===== config.mk =====
export PLATFORM = sky130hd
export DESIGN_NAME = encode32_scan
export DESIGN_NICKNAME = d
export VERILOG_FILES = /design/src/rtl/encode32_scan.sv
export SDC_FILE = /design/constraint.sdc
export NUM_CORES = 1
export LEC_CHECK = 0
export ABC_AREA = 1
export CAP_MARGIN = 20
export CELL_PAD_IN_SITES_DETAIL_PLACEMENT = 0
export CELL_PAD_IN_SITES_GLOBAL_PLACEMENT = 1
export CORE_UTILIZATION = 49
export DETAILED_ROUTE_END_ITERATION = 16
export DONT_BUFFER_PORTS = 1
export GPL_ROUTABILITY_DRIVEN = 0
export GPL_TIMING_DRIVEN = 1
export PLACE_DENSITY = 0.95
export SYNTH_ARGS = -nofsm -noshare
export SYNTH_HDL_FRONTEND = slang
export SYNTH_SLANG_ARGS = --single-unit

===== constraint.sdc =====
create_clock -name clk -period 13.89 [get_ports clk]
set_clock_uncertainty 0.1 [all_clocks]
set_input_delay 1.389 -clock clk [delete_from_list [all_inputs] [get_ports clk]]
set_output_delay 1.389 -clock clk [all_outputs]
set_load 0.005 [all_outputs]

===== src/rtl/encode32_scan.sv =====
// encode32_scan: sequential 32-to-5 scanning encoder.
// Accepts a mask and emits the index of every set bit, lowest first,
// one per out_valid/out_ready handshake. A zero mask completes at once.
// Ports:
//   clk, reset            clock, synchronous active-high reset
//   load_valid/load_ready mask offer / block idle and able to accept
//   load_mask             mask to scan
//   out_valid/out_ready   index handshake
//   out_sel               lowest set index of the remaining mask
//   out_last              current index is the final one
//   remaining_cnt         popcount of remaining mask (0 when idle)
//   done                  one-cycle pulse when a scan completes
module encode32_scan #(
  parameter int unsigned WIDTH    = 32,
  parameter int unsigned SEL_BITS = 5
) (
  input  logic                clk,
  input  logic                reset,
  input  logic                load_valid,
  output logic                load_ready,
  input  logic [WIDTH-1:0]    load_mask,
  output logic                out_valid,
  input  logic                out_ready,
  output logic [SEL_BITS-1:0] out_sel,
  output logic                out_last,
  output logic [SEL_BITS:0]   remaining_cnt,
  output logic                done
);

  localparam int unsigned CNT_BITS = SEL_BITS + 1;

  typedef enum logic {
    IDLE,
    SCAN
  } state_e;

  state_e              state_q, state_d;
  logic [WIDTH-1:0]    rem_q, rem_d;
  logic                done_q, done_d;

  logic [SEL_BITS-1:0] sel_c;
  logic [CNT_BITS-1:0] cnt_c;

  // Priority encode: scanning from the top down lets the lowest set bit win.
  always_comb begin
    sel_c = '0;
    for (int unsigned i = WIDTH; i > 0; i--) begin
      if (rem_q[SEL_BITS'(i - 1)]) begin
        sel_c = SEL_BITS'(i - 1);
      end
    end
  end

  always_comb begin
    cnt_c = '0;
    for (int unsigned i = 0; i < WIDTH; i++) begin
      cnt_c = cnt_c + CNT_BITS'(rem_q[SEL_BITS'(i)]);
    end
  end

  assign load_ready    = (state_q == IDLE);
  assign out_valid     = (state_q == SCAN);
  assign out_sel       = sel_c;
  assign remaining_cnt = (state_q == SCAN) ? cnt_c : '0;
  assign out_last      = (remaining_cnt == CNT_BITS'(1));
  assign done          = done_q;

  always_comb begin
    state_d = state_q;
    rem_d   = rem_q;
    done_d  = 1'b0;
    unique case (state_q)
      IDLE: begin
        if (load_valid) begin
          if (|load_mask) begin
            rem_d   = load_mask;
            state_d = SCAN;
          end else begin
            done_d = 1'b1;
          end
        end
      end
      SCAN: begin
        if (out_ready) begin
          // rem & (rem - 1) clears exactly the lowest set bit, i.e. out_sel.
          rem_d = rem_q & (rem_q - WIDTH'(1));
          if (out_last) begin
            state_d = IDLE;
            done_d  = 1'b1;
          end
        end
      end
      default: begin
        state_d = IDLE;
      end
    endcase
  end

  always_ff @(posedge clk) begin
    if (reset) begin
      state_q <= IDLE;
      rem_q   <= '0;
      done_q  <= 1'b0;
    end else begin
      state_q <= state_d;
      rem_q   <= rem_d;
      done_q  <= done_d;
    end
  end

endmodule


==> impl_results.md <==
- Status: finished clean
- Row cnt: 27
- Critical Path Fanout Max: 4
- Worst vdd ir: 0.153 mV
- CTS tree: built
- Max_cap viols: 0
- Clk root buf: clkbuf_8
- F_max: 0.140 GHz
- Syn Inst Count: 422
- # hold bufs at CTS: 0
- Comb pwr share: 65.3%
- Sw Pwr: 279 uW
- Die X: 78.4 um
- Via/cell ratio: 5.48
- Hold path startpoint: rem_q[27]$_SDFFE_PP0P_
- Cell variety after synth: 29
- I/O Buffers: 0
- Net Count, Synth: 491
- Post-layout util: 53.8%
- Gr usage total: 26.6%
- Final net count: 489
- Critical path startpoint category: flop
- Worst slew pin tran: 637 ps
- Synth area leader: dfxtp_1
- Clock sinks: 34
- Largest net degree at the start of global routing: 32
- Int Power: 299 uW
- R2r endpoint: out_valid$_SDFF_PP0_
- Hold Path Sink: rem_q[27]$_SDFFE_PP0P_
- Synth warnings: 0
- CTS resizes: 0
- Clk Latency, worst-skew pair: 290 ps
- WHS: 373 ps
- Antenna diode count: 0
- Netlist Area Pre-Place: 2860 sq um
- Data required, critical path: 12400 ps
- Placed Area: 2920 sq um
- Proportion of synthesized chip area in sequential cells: 23.8%
- Hold Crit Depth: 2
- Top cell type's share of synthesized area: 23.8%
- Final ANT Viol Nets: 0
- Fin. Hold Viols: 0
- Drt drc: 0
- Routed len/inst: 15.4 um
- Clk buf depth: 2
- Vias in the first global route: 2624
- Period utilization: 51.3%
- GR Overflow Total: 0
- Worst reg-to-reg path cell count: 23
- Critical path class: reg2out
- First-pass GRT wire length: 12600 um
- Power per standard cell area: 193 nW/um^2
- Leak Pwr: 1.49 nW
- Min-delay worst type: reg2reg
- Worst EP arrival: 5630 ps
- Setup repair bufs after CTS: 0
- Layout cell share with drive strength beyond 1: 5.49%
- Core ar.: 5570 sq um
- DP Wirelength: 6010 um
- Flops & latches, synth: 34
- CTS H-tree depth: 2
- Final Cell Area: 3000 sq um
- Initial core utilization: 51.3%
- Min Tclk post-route: 7120 ps
- Max-slew violation count: 0
- Syn avg cell area: 6.77 sq um
- Crit. End Element: output pin
- Largest cells by area after synthesis: dfxtp_1, fa_1, nand2_1
- Clk network pwr share: 12.9%
- Endpoints failing setup: 0
- Final wirelength: 7570 um
- Slew HR: 57.5%
- P&R area growth vs syn: 4.95%
- First DRT Iteration DRCs: 193
- Initial antenna violation count: 0
- Setup_tns: 0 ps
- Sw Ratio: 48.3%
- Reg2reg setup slack: 8070 ps
- CTS buffer count: 5
- Die Ht: 78.4 um
- RSZ-0062 raised after global routing: no
- IO Pins: 51
- Vias: 2692
- R2R Path Start: rem_q[23]$_SDFFE_PP0P_
- Clk pin slew, worst setup/hold paths: 70 ps
- Reg power frac: 21.8%
- Die Area: 6140 sq um
- DRT Pass-1 Iters: 4
## sequential cells by signal, indices dropped and copies added (netlist names)
register / count
rem_q: 32
out_valid: 1
done: 1
## cells by family (layout without fill, tap and decap cells)
kind of cell               after synthesis  count (layout)  share of synthesized area (%)
and+or+nand+nor                        180             180                           26.0
AOI/OAI and AO/OA                       87              87                           16.4
buffers and inverters                   88              85                           13.0
adders and majority gates               33              33                           20.8
DFF                                     34              34                           23.8
## placed cells by master (no fill, tap or decap)
cell type / count
o21ai_1: 6
and3_1: 1
a21oi_1: 40
bufinv_8: 3
buf_4: 1
or4_1: 1
nand4_1: 6
clkbuf_8: 6
clkinv_1: 1
o211a_1: 2
nor2_1: 56
a31oi_1: 4
nand3b_1: 1
ha_1: 9
a211oi_1: 1
inv_1: 62
nor3_1: 10
o21ai_0: 29
inv_2: 12
o31ai_1: 3
fa_1: 24
a21oi_2: 1
dfxtp_1: 34
nor4_1: 8
nand2_1: 91
a41oi_1: 1
or2_1: 2
nand3_1: 4
## synthesized netlist by cell type
library cell	n
bufinv_8	3
buf_1	2
o31ai_1	3
inv_1	62
a21oi_1	40
nand4_1	6
clkbuf_1	7
nand2_1	91
a41oi_1	1
nor3_1	10
dfxtp_1	34
ha_1	9
clkinv_1	1
inv_2	12
nor2_1	56
nor4_1	8
or4_1	1
a21oi_2	1
or2_1	2
o21ai_1	6
o21ai_0	29
fa_1	24
nand3b_1	1
a31oi_1	4
and3_1	1
o211a_1	2
nand3_1	4
buf_2	1
a211oi_1	1
## power groups by stage
stage | Clock [mW] | Combinational, mW | Sequential, mW
final | 0.0747 | 0.377 | 0.126
after global routing | 0.0782 | 0.440 | 0.128
after CTS | 0.0749 | 0.380 | 0.126
after detailed placement | 0 | 0.378 | 0.128
after global placement | 0 | 0.368 | 0.128
after floorplan | 0 | 0.299 | 0.122
## worst max path at each step
stage                      startpoint        to  slack [ps]  depth (start not counted)
6_report       rem_q[23]$_SDFFE_PP0P_  out_last        6770                         20
5_1_grt        rem_q[23]$_SDFFE_PP0P_  out_last        6460                         20
4_1_cts        rem_q[23]$_SDFFE_PP0P_  out_last        6740                         20
3_5_place_dp   rem_q[23]$_SDFFE_PP0P_  out_last        7060                         20
3_3_place_gp   rem_q[23]$_SDFFE_PP0P_  out_last        7170                         20
2_1_floorplan  rem_q[23]$_SDFFE_PP0P_  out_last        7330                         20
## layout make-up
type	count	area (sq um)
Inverter	78	334
Clock buffer	6	82.6
Tap cell	72	90.1
Sequential cell	34	681
Fill cell	592	2570
Timing Repair Buffer	1	7.51
Multi-Input combinational cell	300	1800
## routing by layer
layer / wire, um / global-route usage [%] / share of wire, %
met2: 3540 / 44.7 / 47
met4: 53 / 4.44 / 0.70
met3: 479 / 4.77 / 6.3
met1: 3490 / 36.2 / 46
met5: 0 / 0 / 0
## critical path, cell delays in order (launching register included)
cell      delay (ps)
dfxtp_1          370
bufinv_8         200
fa_1             500
fa_1             490
inv_1             50
fa_1             480
inv_1             50
fa_1             460
fa_1             490
fa_1             500
inv_1             40
ha_1             200
fa_1             380
nand2_1           80
nand2_1           50
a21oi_1          120
inv_1             60
nor2_1            80
nor2_1            70
or4_1            410
nor3_1           260
## through the flow
step | power [mW] | std cells | setup WS [ps]
after floorplan | 0.421 | 422 | 7330
after global placement | 0.496 | 485 | 7170
after detailed placement | 0.506 | 485 | 7060
after CTS | 0.580 | 491 | 6740
after global routing | 0.647 | 491 | 6460
final | 0.578 | 491 | 6770
No activity file was read; power rests on OpenSTA's default activity.
